[src/rtl/spectrogram_bit_packer_pkg.sv]
// rtl/spectrogram_bit_packer_pkg.sv - shared STFT chain constants and helpers
package spectrogram_bit_packer_pkg;

  localparam int STFT_CNT_W     = 17;
  localparam int DEF_PW         = 32;
  localparam int DEF_FRAME_BITS = 16384;

  function automatic int clog2(input int value);
    int r;
    int v;
    r = 0;
    v = value - 1;
    while (v > 0) begin
      r++;
      v = v >> 1;
    end
    return r;
  endfunction

endpackage

[src/rtl/spectrogram_bit_packer_fifo.sv]
// rtl/spectrogram_bit_packer_fifo.sv - synchronous word FIFO with fall-through head
module packer_fifo
  import spectrogram_bit_packer_pkg::*;
#(
  parameter int W     = 33,
  parameter int DEPTH = 4
) (
  input  logic         iCLK,
  input  logic         iRSTn,
  input  logic         iCLR,
  input  logic         iPush,
  input  logic [W-1:0] iPushData,
  input  logic         iPop,
  output logic         oFull,
  output logic         oEmpty,
  output logic [W-1:0] oHead
);

  localparam int AW = clog2(DEPTH);

  logic [W-1:0] mem [DEPTH];
  logic [AW:0]  wrPtr;
  logic [AW:0]  rdPtr;
  logic         doPush;
  logic         doPop;

  // Extra pointer bit distinguishes full from empty when indices coincide.
  assign oEmpty = (wrPtr == rdPtr);
  assign oFull  = (wrPtr[AW] != rdPtr[AW]) && (wrPtr[AW-1:0] == rdPtr[AW-1:0]);
  assign doPop  = !iCLR && iPop && !oEmpty;
  assign doPush = !iCLR && iPush && (!oFull || doPop);
  assign oHead  = mem[rdPtr[AW-1:0]];

  always_ff @(posedge iCLK or negedge iRSTn) begin
    if (!iRSTn) begin
      wrPtr <= '0;
      rdPtr <= '0;
    end else if (iCLR) begin
      wrPtr <= '0;
      rdPtr <= '0;
    end else begin
      if (doPush) wrPtr <= wrPtr + (AW+1)'(1);
      if (doPop)  rdPtr <= rdPtr + (AW+1)'(1);
    end
  end

  always_ff @(posedge iCLK) begin
    if (doPush) mem[wrPtr[AW-1:0]] <= iPushData;
  end

endmodule

[src/rtl/spectrogram_bit_packer.sv]
// rtl/spectrogram_bit_packer.sv - packs 1-bit bins into PW-bit words with frame tags
module spectrogram_bit_packer
  import spectrogram_bit_packer_pkg::*;
#(
  parameter int PW         = DEF_PW,
  parameter int FRAME_BITS = DEF_FRAME_BITS,
  parameter int CNT_W      = STFT_CNT_W,
  parameter int DEPTH      = 4
) (
  input  logic          iCLK,
  input  logic          iRSTn,
  input  logic          iCLR,
  input  logic          iEN,
  input  logic          iDATA,
  input  logic          iRDY,
  output logic          oEN,
  output logic [PW-1:0] oDATA,
  output logic          oLAST,
  output logic          oOVF
);

  localparam int BW = clog2(PW);

  logic [BW-1:0]    bitCnt;
  logic [CNT_W-1:0] frameCnt;
  logic [PW-1:0]    shiftReg;
  logic [PW-1:0]    nextWord;
  logic             lastBin;
  logic             wordDone;
  logic             full;
  logic             empty;
  logic [PW:0]      head;
  logic             pop;
  logic             push;
  logic             drop;

  assign lastBin  = (frameCnt == CNT_W'(FRAME_BITS - 1));
  assign wordDone = iEN && ((bitCnt == BW'(PW - 1)) || lastBin);
  assign nextWord = shiftReg | (PW'(iDATA) << bitCnt);

  assign pop  = !iCLR && !empty && iRDY;
  assign push = !iCLR && wordDone && (!full || pop);
  assign drop = wordDone && full && !pop;

  assign oEN   = !empty;
  assign oDATA = empty ? '0 : head[PW-1:0];
  assign oLAST = !empty && head[PW];

  // Shift register restarts at zero on every completed word so partial words carry no stale bits.
  always_ff @(posedge iCLK or negedge iRSTn) begin
    if (!iRSTn) begin
      bitCnt   <= '0;
      frameCnt <= '0;
      shiftReg <= '0;
      oOVF     <= 1'b0;
    end else if (iCLR) begin
      bitCnt   <= '0;
      frameCnt <= '0;
      shiftReg <= '0;
      oOVF     <= 1'b0;
    end else begin
      if (iEN) begin
        if (wordDone) begin
          bitCnt   <= '0;
          shiftReg <= '0;
        end else begin
          bitCnt   <= bitCnt + BW'(1);
          shiftReg <= nextWord;
        end
        frameCnt <= lastBin ? '0 : frameCnt + CNT_W'(1);
      end
      if (drop) oOVF <= 1'b1;
    end
  end

  packer_fifo #(
    .W     (PW + 1),
    .DEPTH (DEPTH)
  ) uFifo (
    .iCLK      (iCLK),
    .iRSTn     (iRSTn),
    .iCLR      (iCLR),
    .iPush     (push),
    .iPushData ({lastBin, nextWord}),
    .iPop      (pop),
    .oFull     (full),
    .oEmpty    (empty),
    .oHead     (head)
  );

endmodule
[config.mk]
export PLATFORM = sky130hd
export DESIGN_NAME = spectrogram_bit_packer
export DESIGN_NICKNAME = d
export VERILOG_FILES = /design/src/rtl/spectrogram_bit_packer_pkg.sv /design/src/rtl/spectrogram_bit_packer_fifo.sv /design/src/rtl/spectrogram_bit_packer.sv
export SDC_FILE = /design/constraint.sdc
export NUM_CORES = 1
export LEC_CHECK = 0
export CORE_UTILIZATION = 50
export CTS_CLUSTER_SIZE = 8
export DETAILED_ROUTE_END_ITERATION = 7
export GPL_TIMING_DRIVEN = 0
export PLACE_DENSITY = 0.68
export REMOVE_ABC_BUFFERS = 1
export SYNTH_ARGS = -nofsm -noshare
export SYNTH_HDL_FRONTEND = slang
export SYNTH_SLANG_ARGS = --single-unit
[constraint.sdc]
create_clock -name iCLK -period 5.35 [get_ports iCLK]
set_input_delay 1.07 -clock iCLK [delete_from_list [all_inputs] [get_ports iCLK]]
set_output_delay 1.07 -clock iCLK [all_outputs]
set_load 0.03 [all_outputs]
# Word-level counts from Yosys, hierarchy flattened
# Memory sizes are Yosys's and may differ from the RTL's.
# Index checks and enable logic that the tools add are counted.
totals:
  ff_bits: 61
  mem_bits_rw: 132
  inputBits: 6
  elab_cells: 60
  mem_count: 1
classes:
  n_addsub: 4
  n_eq_ne: 5
  n_shift: 1
  n_mux: 18
  n_bitwise: 1
  reduce_logical: 24
mem_list:
  columns: ["memory", "words", "width", "read_ports", "rd_ports_with_merged_regs", "write_ports", "line", "text"]
  rows:
  - ["uFifo.mem", 4, 33, 1, 0, 1, "spectrogram_bit_packer_fifo.sv:21", "logic [W-1:0] mem [DEPTH];"]
ops:
  columns: ["operator", "count"]
  rows:
  - ["32-bit two-way mux", 4]
  - ["17-bit two-way mux", 3]
  - ["32-bit OR", 1]
  - ["1-bit by 5-bit << shifter with 32-bit output", 1]
  - ["17-bit by 1-bit adder with 17-bit output, second input constant", 1]
  - ["17-bit by 14-bit equality test with 1-bit output, second input constant", 1]
  - ["5-bit two-way mux", 3]
  - ["1-bit logical AND", 13]
  - ["3-bit two-way mux", 4]
  - ["2-bit nonzero test", 4]
  - ["3-bit by 1-bit adder with 3-bit output, second input constant", 2]
  - ["5-bit by 1-bit adder with 5-bit output, second input constant", 1]
  - ["5-bit equality test, second input constant", 1]
  - ["1-bit zero test", 4]
  - ["1-bit two-way mux", 4]
  - ["3-bit equality test", 1]
  - ["1-bit logical OR", 3]
  - ["2-bit equality test", 1]
  - ["1-bit != test", 1]

# Logic depth before layout (Yosys ltp)
# Gate-level depths: netlist of the first run.
logic_depth:
  depth_word: 10
  depth_mapped: 7
  mapped_depth_nobuf: 6

# By module
# From an unflattened synthesis of the first run, not the netlist that was laid out.
unflattened:
  cells_unflattened: 570
  hier_area_um2: 8420.6
modules_own_cells:
  columns: ["module", "n_inst", "cells_per_inst", "area_each_um2", "seq_area_each_um2"]
  rows:
  - ["packer_fifo", 1, 228, 5320.1, 4113.9]
  - ["spectrogram_bit_packer", 1, 342, 3100.5, 1376.3]

# Least setup slack after synthesis of the first run
# OpenSTA, ideal clock, no wires.
synth_path:
  path_kind: "input to register"
  from: "input iEN"
  to: "memory uFifo.mem[1][0], enable pin"
  arrival_ns: 2.780
  slack_ns: 2.177
  cell_stages: 5
  n_path_buf: 2
  cell_sequence: "buf_2 clkinv_1 buf_1 nor4_4 and2_1"
synth_via:
  elab_chain_len: 7
synth_rtl:
  columns: ["element", "line", "text"]
  rows:
  - ["start, declared", "spectrogram_bit_packer.sv:13", "input logic iEN,"]
  - ["1-bit logical AND", "spectrogram_bit_packer.sv:38", "assign wordDone = iEN && ((bitCnt == BW'(PW - 1)) || lastBin);"]
  - ["1-bit logical AND (2 in a row)", "spectrogram_bit_packer.sv:42", "assign push = !iCLR && wordDone && (!full || pop);"]
  - ["1-bit logical AND (2 in a row)", "spectrogram_bit_packer_fifo.sv:31", "assign doPush = !iCLR && iPush && (!oFull || doPop);"]
  - ["1-bit two-way mux", "spectrogram_bit_packer_fifo.sv:48", "if (doPush) mem[wrPtr[AW-1:0]] <= iPushData;"]
  - ["1-bit two-way mux (implied by the code)", "spectrogram_bit_packer_fifo.sv:48", null]
  - ["end, declared", "spectrogram_bit_packer_fifo.sv:21", null]
# No other way between the ends.

# Worst setup path after layout of the first run
layout_path:
  from: "register uFifo.rdPtr[0]"
  to: "output oDATA[8]"
layout_via:
  elab_chain_len: 2
  word_cells_on_any_way: 3
  cone_classes: "1 x eq/ne; 1 x mux; 1 x memory"
layout_rtl:
  columns: ["element", "line", "text"]
  rows:
  - ["start, declared", "spectrogram_bit_packer_fifo.sv:23", "logic [AW:0] rdPtr;"]
  - ["start signal, assigned", "spectrogram_bit_packer_fifo.sv:43", "if (doPop) rdPtr <= rdPtr + (AW+1)'(1);"]
  - ["memory read 4 x 33 bit or 3-bit equality test (tied branches)", null, null]
  - ["32-bit two-way mux (*)", "spectrogram_bit_packer.sv:46", "assign oDATA = empty ? '0 : head[PW-1:0];"]
  - ["end, declared", "spectrogram_bit_packer.sv:17", "output logic [PW-1:0] oDATA,"]
# Mark *: on every way between the ends. The rest lies on a longest branch, timed or not.

==> results of run 1 <==
## cell families (layout without fill, tap and decap cells)
kind of cell / Yosys count / in the layout / synth area share
flops: 193 / 193 / 0.666
buf+inv: 40 / 90 / 0.0206
xor+xnor: 11 / 11 / 0.0117
fa+ha+maj: 8 / 8 / 0.0121
simple gates: 187 / 187 / 0.119
mux: 39 / 39 / 0.0977
compound gates: 93 / 93 / 0.0737
## critical path: stages (launching register included)
cell	delay, ns
sky130_fd_sc_hd__dfrtp_2	0.76
sky130_fd_sc_hd__xnor2_1	0.24
sky130_fd_sc_hd__nand3b_1	0.56
sky130_fd_sc_hd__buf_8	0.38
sky130_fd_sc_hd__and2_1	0.15
sky130_fd_sc_hd__clkdlybuf4s50_1	0.59
## power groups by stage
stage | Sequential, uW | Combinational (uW) | Clock (uW)
global route | 1600 | 64.7 | 1300
floorplan | 1630 | 25.7 | 0
CTS | 1600 | 59.0 | 1250
global placement | 1630 | 52.9 | 0
detailed placement | 1630 | 58.3 | 0
finish | 1600 | 58.2 | 1230
## state kept, by name, indices dropped and copies added, names as in the netlist
signal / flops
uFifo.wrPtr: 3
uFifo.rdPtr: 3
bitCnt: 5
frameCnt: 17
uFifo.mem: 132
oOVF: 1
shiftReg: 32
## cells in the mapped netlist, types with 3 or more instances
library cell	n	area share
sky130_fd_sc_hd__nand2_1	30	0.014
sky130_fd_sc_hd__nand4_1	3	0.0023
sky130_fd_sc_hd__and2_1	36	0.027
sky130_fd_sc_hd__mux4_2	33	0.090
sky130_fd_sc_hd__ha_1	8	0.012
sky130_fd_sc_hd__nor4_1	5	0.0038
sky130_fd_sc_hd__clkbuf_1	17	0.0077
sky130_fd_sc_hd__a31o_2	6	0.0064
sky130_fd_sc_hd__xor2_1	5	0.0053
sky130_fd_sc_hd__a21oi_1	34	0.021
sky130_fd_sc_hd__buf_1	3	0.0014
sky130_fd_sc_hd__and3_1	3	0.0023
sky130_fd_sc_hd__edfxtp_1	132	0.48
sky130_fd_sc_hd__o21ai_0	9	0.0055
sky130_fd_sc_hd__a41o_1	4	0.0049
sky130_fd_sc_hd__or2_2	3	0.0023
sky130_fd_sc_hd__a21o_1	18	0.016
sky130_fd_sc_hd__mux2i_1	4	0.0049
sky130_fd_sc_hd__a31oi_1	6	0.0046
sky130_fd_sc_hd__dfrtp_1	61	0.19
sky130_fd_sc_hd__xnor2_1	6	0.0064
sky130_fd_sc_hd__nor2_1	58	0.026
sky130_fd_sc_hd__nor2b_1	6	0.0046
sky130_fd_sc_hd__nand3_1	12	0.0073
sky130_fd_sc_hd__inv_1	8	0.0036
sky130_fd_sc_hd__o21bai_1	5	0.0046
sky130_fd_sc_hd__nor3_1	13	0.0079
sky130_fd_sc_hd__buf_2	10	0.0061
sky130_fd_sc_hd__and4_1	4	0.0042
## per-layer routing
layer | wire [um] | GRT usage | vias up
met1 | 6870 | 0.253 | 2497
li1 | - | - | 2225
met5 | 0 | 0 | -
met4 | 274 | 0.0832 | 0
met2 | 8310 | 0.347 | 92
met3 | 485 | 0.0350 | 24
## stage by stage
step	setup slack [ns]	cells	hold WS, ns	TNS (ns)	cell area, sq um
3_3_place_gp	-0.205	796	0.471	-5.26	8780
4_1_cts	0.656	836	0.492	0	9530
2_1_floorplan	1.37	540	0.455	0	8110
5_1_grt	0.942	837	0.531	0	9550
3_5_place_dp	1.05	804	0.480	0	8970
6_report	1.14	837	0.487	0	9550
## path summary, 6_finish.rpt
check	start	endpoint	slack [ns]	cells after the start
worst max-delay path	uFifo.rdPtr[0]	oDATA[8]	1.14	5
min in group asynchronous	iRSTn	frameCnt[0]	0.59	1
worst min-delay path	shiftReg[27]	shiftReg[27]	0.49	2
worst min register to register	shiftReg[27]	shiftReg[27]	0.49	2
max in group asynchronous	iRSTn	shiftReg[19]	4.16	2
worst max register to register	bitCnt[0]	uFifo.mem[1][29]	2.33	7
## area by class of cell
| type | instances | area (sq um) | area share |
|---|---|---|---|
| tap | 216 | 270 | 0.0283 |
| timing repair buffer | 49 | 588 | 0.0616 |
| clock inverter | 14 | 138 | 0.0144 |
| sequential | 193 | 5490 | 0.575 |
| inverter | 9 | 33.8 | 0.00354 |
| clock buffer | 18 | 429 | 0.0449 |
| multi-input combinational | 338 | 2600 | 0.272 |
==> metrics.txt, run 1 <==
# TYPE chip_impl_metric gauge
chip_impl_info{name="cts_root_buffer",value="sky130_fd_sc_hd__clkbuf_16"} 1
chip_impl_info{name="crit_path_end_kind",value="primary output"} 1
chip_impl_metric{name="vdd_drop_max",unit="mV"} 0.216
chip_impl_metric{name="yosys_warnings",unit=""} 0
chip_impl_metric{name="insertedDiodeCount",unit=""} 0
chip_impl_metric{name="cts_num_sinks",unit=""} 193
chip_impl_metric{name="grt_util_all_layers",unit=""} 0.201
chip_impl_metric{name="post_synth.cell_area_avg",unit="sq um"} 14.4
chip_impl_metric{name="swShare",unit=""} 0.207
chip_impl_metric{name="syn_area",unit="sq mm"} 0.00825
chip_impl_metric{name="cts_post_setup_buffers_inserted",unit=""} 0
chip_impl_metric{name="grt_first_pass_wirelength",unit="um"} 25300
chip_impl_metric{name="cell_count_after_synthesis",unit=""} 571
chip_impl_metric{name="fin_crit_sh",unit=""} 0.787
chip_impl_metric{name="cts-buffers-inserted",unit=""} 17
chip_impl_metric{name="final_core_utilization",unit=""} 0.597
chip_impl_metric{name="grt_max_degree",unit=""} 43
chip_impl_metric{name="synth_cell_types",unit=""} 50
chip_impl_info{name="cts_tree",value="built"} 1
chip_impl_metric{name="clkLatencyLatePin",unit="ns"} 0.43
chip_impl_info{name="grt_setup_unrepaired",value="false"} 1
chip_impl_metric{name="die_area",unit="sq mm"} 0.0170
chip_impl_metric{name="ys_ff_latch",unit=""} 193
chip_impl_metric{name="place_congestion",unit=""} 0.837
chip_impl_metric{name="timing.clock.skew",unit="ns"} 0.00858
chip_impl_metric{name="drc",unit=""} 0
chip_impl_metric{name="maxCapViolations",unit=""} 0
chip_impl_metric{name="clock_network_fraction_of_design_power",unit=""} 0.426
chip_impl_metric{name="required",unit="ns"} 4.28
chip_impl_metric{name="clk_transition_reported_paths",unit="ns"} 0.07
chip_impl_metric{name="sequentialPowerShare",unit=""} 0.554
chip_impl_metric{name="ctsHoldBuffers",unit=""} 0
chip_impl_metric{name="area_delta_synth_final",unit="%"} 15.8
chip_impl_metric{name="share_of_flip_flops_with_an_asynchronous_set_or_reset_after_synthesis",unit=""} 0.316
chip_impl_metric{name="cellInternalPower",unit="uW"} 2290
chip_impl_info{name="synthFlopType",value="sky130_fd_sc_hd__edfxtp_1"} 1
chip_impl_metric{name="lkg_pwr",unit="uW"} 0.00379
chip_impl_info{name="most_common_library_cell_in_the_layout_ignoring_fill_and_taps",value="sky130_fd_sc_hd__edfxtp_1"} 1
chip_impl_metric{name="power_density",unit="mW/mm^2"} 302
chip_impl_metric{name="slew_headroom",unit=""} 0.233
chip_impl_metric{name="synth_sequential_area_ratio",unit=""} 0.666
chip_impl_metric{name="vias",unit=""} 4838
chip_impl_metric{name="site_row_count",unit=""} 46
chip_impl_metric{name="net-switching-power",unit="uW"} 596
chip_impl_metric{name="cts_resized",unit=""} 0
chip_impl_metric{name="report.final.slew_viol_count",unit=""} 0
chip_impl_metric{name="portBuffers",unit=""} 40
chip_impl_metric{name="route.detailed.wl_per_inst",unit="um"} 19.0
chip_impl_metric{name="fp.dieW",unit="um"} 130
chip_impl_metric{name="ant_nets",unit=""} 0
chip_impl_metric{name="layout-drive-gt1-share",unit=""} 0.153
chip_impl_metric{name="core_area",unit="sq mm"} 0.0160
chip_impl_metric{name="htree_levels",unit=""} 4
chip_impl_metric{name="clock_tree.buffer_depth",unit=""} 2
chip_impl_info{name="critical_path.startpoint_type",value="flip-flop"} 1
chip_impl_metric{name="die_h",unit="um"} 130
chip_impl_metric{name="final_net_count",unit=""} 622
chip_impl_metric{name="dp_hpwl",unit="um"} 10100
chip_impl_metric{name="number_of_vias_per_cell_after_detailed_routing",unit=""} 5.78
chip_impl_metric{name="drt_first_pass_iters",unit=""} 4
chip_impl_info{name="worst-setup-path-type",value="reg2out"} 1
chip_impl_metric{name="io_pins",unit=""} 41
chip_impl_metric{name="least_margin_pin_slew",unit="ns"} 1.14
chip_impl_metric{name="antenna_found_initial",unit=""} 0
chip_impl_metric{name="wl",unit="um"} 15900
chip_impl_metric{name="max_freq",unit="GHz"} 0.238
chip_impl_metric{name="power.share.combinational",unit=""} 0.020
chip_impl_metric{name="detailedRoute.firstIterationViolations",unit=""} 377
chip_impl_metric{name="num-fill-cells",unit=""} 1260
chip_impl_info{name="hold_path.class",value="reg2reg"} 1
chip_impl_metric{name="timing_hold_violations_final",unit=""} 0
chip_impl_metric{name="synth_enable_flop_cells",unit=""} 132
chip_impl_metric{name="arrival",unit="ns"} 3.14
chip_impl_metric{name="first_global_vias",unit=""} 4917
chip_impl_metric{name="period_needed",unit="ns"} 4.21
chip_impl_metric{name="report.power.total",unit="uW"} 2880
chip_impl_info{name="outcome",value="completed"} 1
chip_impl_metric{name="grt.overflow.total",unit=""} 0
chip_impl_metric{name="timing.final.setup_violations",unit=""} 0
chip_impl_info{name="most-common-layout-cells",value="sky130_fd_sc_hd__edfxtp_1 (132), sky130_fd_sc_hd__dfrtp_1 (59), sky130_fd_sc_hd__nor2_1 (58)"} 1
chip_impl_metric{name="initial_core_util",unit=""} 0.516
chip_impl_metric{name="worst-path-max-fanout",unit=""} 20
Note: power is estimated with default switching activity, not from simulation.
==> run 2: changes to the inputs <==
==> constraint.sdc (replaced) <==
create_clock -name iCLK -period 3.9 [get_ports iCLK]
set_input_delay 0.78 -clock iCLK [delete_from_list [all_inputs] [get_ports iCLK]]
set_output_delay 0.78 -clock iCLK [all_outputs]
set_load 0.03 [all_outputs]
==> metrics.txt, run 2 (synthesized netlist as in run 1, its figures left out) <==
# TYPE chip_impl_metric gauge
chip_impl_info{name="outcome",value="completed"} 1
chip_impl_metric{name="worst-path-max-fanout",unit=""} 19
chip_impl_info{name="grt_setup_unrepaired",value="false"} 1
chip_impl_metric{name="cts_resized",unit=""} 0
chip_impl_metric{name="net-switching-power",unit="uW"} 816
chip_impl_metric{name="slew_headroom",unit=""} 0.218
chip_impl_metric{name="grt.overflow.total",unit=""} 0
chip_impl_metric{name="fin_crit_sh",unit=""} 0.922
chip_impl_metric{name="largest_register_ff_count",unit=""} 132
chip_impl_metric{name="arrival",unit="ns"} 3.73
chip_impl_metric{name="clock_tree.buffer_depth",unit=""} 2
chip_impl_metric{name="vias",unit=""} 4839
chip_impl_metric{name="ctsHoldBuffers",unit=""} 0
chip_impl_metric{name="die_area",unit="sq mm"} 0.0170
chip_impl_info{name="cts_tree",value="built"} 1
chip_impl_metric{name="timing_hold_violations_final",unit=""} 0
chip_impl_metric{name="timing.final.setup_violations",unit=""} 0
chip_impl_metric{name="grt_max_degree",unit=""} 43
chip_impl_metric{name="final_net_count",unit=""} 626
chip_impl_metric{name="detailedRoute.firstIterationViolations",unit=""} 432
chip_impl_metric{name="layout-drive-gt1-share",unit=""} 0.157
chip_impl_metric{name="power.share.combinational",unit=""} 0.020
chip_impl_metric{name="period_needed",unit="ns"} 3.60
chip_impl_metric{name="power_density",unit="mW/mm^2"} 413
chip_impl_info{name="worst-setup-path-type",value="in2reg"} 1
chip_impl_metric{name="cellInternalPower",unit="uW"} 3140
chip_impl_metric{name="portBuffers",unit=""} 40
chip_impl_metric{name="initial_core_util",unit=""} 0.516
chip_impl_metric{name="die_h",unit="um"} 130
chip_impl_metric{name="dp_hpwl",unit="um"} 10100
chip_impl_metric{name="setup_slack",unit="ns"} 0.304
chip_impl_info{name="hold_path.class",value="in2async"} 1
chip_impl_metric{name="maxCapViolations",unit=""} 0
chip_impl_metric{name="vdd_drop_max",unit="mV"} 0.294
chip_impl_metric{name="area_delta_synth_final",unit="%"} 16.0
chip_impl_metric{name="grt_first_pass_wirelength",unit="um"} 25900
chip_impl_info{name="global_route.peak_usage_layer",value="met2"} 1
chip_impl_info{name="crit_path_end_kind",value="flip-flop"} 1
chip_impl_metric{name="fin_setup_tns",unit="ns"} 0
chip_impl_metric{name="number_of_vias_per_cell_after_detailed_routing",unit=""} 5.75
chip_impl_metric{name="report.power.total",unit="uW"} 3950
chip_impl_metric{name="clock_network_fraction_of_design_power",unit=""} 0.426
chip_impl_metric{name="ant_nets",unit=""} 0
chip_impl_metric{name="clkLatencyLatePin",unit="ns"} 0.43
chip_impl_info{name="most-common-layout-cells",value="sky130_fd_sc_hd__edfxtp_1 (132), sky130_fd_sc_hd__dfrtp_1 (59), sky130_fd_sc_hd__nor2_1 (58)"} 1
chip_impl_metric{name="swShare",unit=""} 0.206
chip_impl_metric{name="sequentialPowerShare",unit=""} 0.554
chip_impl_metric{name="wl",unit="um"} 16300
chip_impl_metric{name="htree_levels",unit=""} 4
chip_impl_metric{name="clk_transition_reported_paths",unit="ns"} 0.07
chip_impl_info{name="cts_root_buffer",value="sky130_fd_sc_hd__clkbuf_16"} 1
chip_impl_metric{name="cts_post_setup_buffers_inserted",unit=""} 4
chip_impl_metric{name="core_area",unit="sq mm"} 0.0160
chip_impl_metric{name="timing.clock.skew",unit="ns"} 0.00651
chip_impl_metric{name="detailedPlace.worstSlack",unit="ns"} -0.110
chip_impl_metric{name="cts_num_sinks",unit=""} 193
chip_impl_metric{name="fp.dieW",unit="um"} 130
chip_impl_metric{name="insertedDiodeCount",unit=""} 0
chip_impl_metric{name="site_row_count",unit=""} 46
chip_impl_metric{name="drt_first_pass_iters",unit=""} 5
chip_impl_metric{name="gr-usage-met2",unit=""} 0.354
chip_impl_info{name="most_common_library_cell_in_the_layout_ignoring_fill_and_taps",value="sky130_fd_sc_hd__edfxtp_1"} 1
chip_impl_metric{name="drc",unit=""} 0
chip_impl_metric{name="max_freq",unit="GHz"} 0.278
chip_impl_metric{name="route.detailed.wl_per_inst",unit="um"} 19.4
chip_impl_metric{name="place_congestion",unit=""} 0.837
chip_impl_metric{name="io_pins",unit=""} 41
chip_impl_metric{name="grt_util_met3",unit=""} 0.0366
chip_impl_metric{name="antenna_found_initial",unit=""} 0
chip_impl_metric{name="grt_util_all_layers",unit=""} 0.207
chip_impl_metric{name="least_margin_pin_slew",unit="ns"} 1.16
chip_impl_info{name="critical_path.startpoint_type",value="input pin"} 1
chip_impl_metric{name="lkg_pwr",unit="uW"} 0.00382
chip_impl_metric{name="first_global_vias",unit=""} 4941
chip_impl_metric{name="required",unit="ns"} 4.03
chip_impl_metric{name="report.final.slew_viol_count",unit=""} 0
chip_impl_metric{name="cts-buffers-inserted",unit=""} 17
chip_impl_metric{name="groute.layer.met1.usage",unit=""} 0.266
-- run 2: cell count changes in the layout (fill, tap and decap cells not counted), sizes merged --
cell | previous run | this run
buf | 10 | 13
nand3b | 2 | 3
-- run 2: cell type report --
type / count / area (sq um)
multi-input combinational: 339 / 2610
timing repair buffer: 52 / 603
clock buffer: 18 / 429
sequential: 193 / 5490
tap: 216 / 270
inverter: 9 / 33.8
clock inverter: 14 / 138
fill: 1259 / 6430
-- run 2: final timing paths --
| path | endpoint | depth (start not counted) | slack [ns] | startpoint |
|---|---|---|---|---|
| worst max register to register | uFifo.mem[1][0] | 7 | 0.85 | bitCnt[0] |
| max in group asynchronous | bitCnt[4] | 2 | 3.00 | iRSTn |
| worst max-delay path | uFifo.mem[1][0] | 5 | 0.30 | iEN |
| worst min register to register | shiftReg[27] | 2 | 0.49 | shiftReg[27] |
| worst min-delay path | frameCnt[1] | 1 | 0.30 | iRSTn |
| min in group iCLK | shiftReg[27] | 2 | 0.49 | shiftReg[27] |
-- run 2: worst max-delay path, stage by stage --
cell and delay, ns:
sky130_fd_sc_hd__clkdlybuf4s50_1 0.96, sky130_fd_sc_hd__clkinv_1 0.75, sky130_fd_sc_hd__nor4_4 0.45, sky130_fd_sc_hd__and2_2 0.53, sky130_fd_sc_hd__buf_16 0.24
-- run 2: power by group through the flow --
| stage | logic [uW] | clock network [uW] | registers [uW] |
|---|---|---|---|
| 5_1_grt | 89.0 | 1790 | 2190 |
| 2_1_floorplan | 35.3 | 0 | 2230 |
| 4_1_cts | 80.9 | 1710 | 2190 |
| 3_5_place_dp | 79.9 | 0 | 2230 |
| 6_report | 80.3 | 1680 | 2190 |
| 3_3_place_gp | 72.6 | 0 | 2230 |
-- run 2: metrics by stage --
step | cells | hold slack, ns | util | cell area, sq um
detailed placement | 804 | 0.480 | 0.560 | 8970
global placement | 796 | 0.471 | 0.549 | 8780
floorplan | 540 | 0.455 | - | 8110
finish | 841 | 0.302 | 0.598 | 9570
CTS | 841 | 0.304 | 0.598 | 9570
global route | 841 | 0.337 | 0.598 | 9570
-- run 2: routing by layer --
metal | share of wire | vias to the layer above | wire [um]
li1 | - | 2236 | -
met4 | 0.018 | 0 | 302
met1 | 0.44 | 2501 | 7190
met3 | 0.028 | 20 | 461
met5 | 0 | - | 0
met2 | 0.51 | 82 | 8380
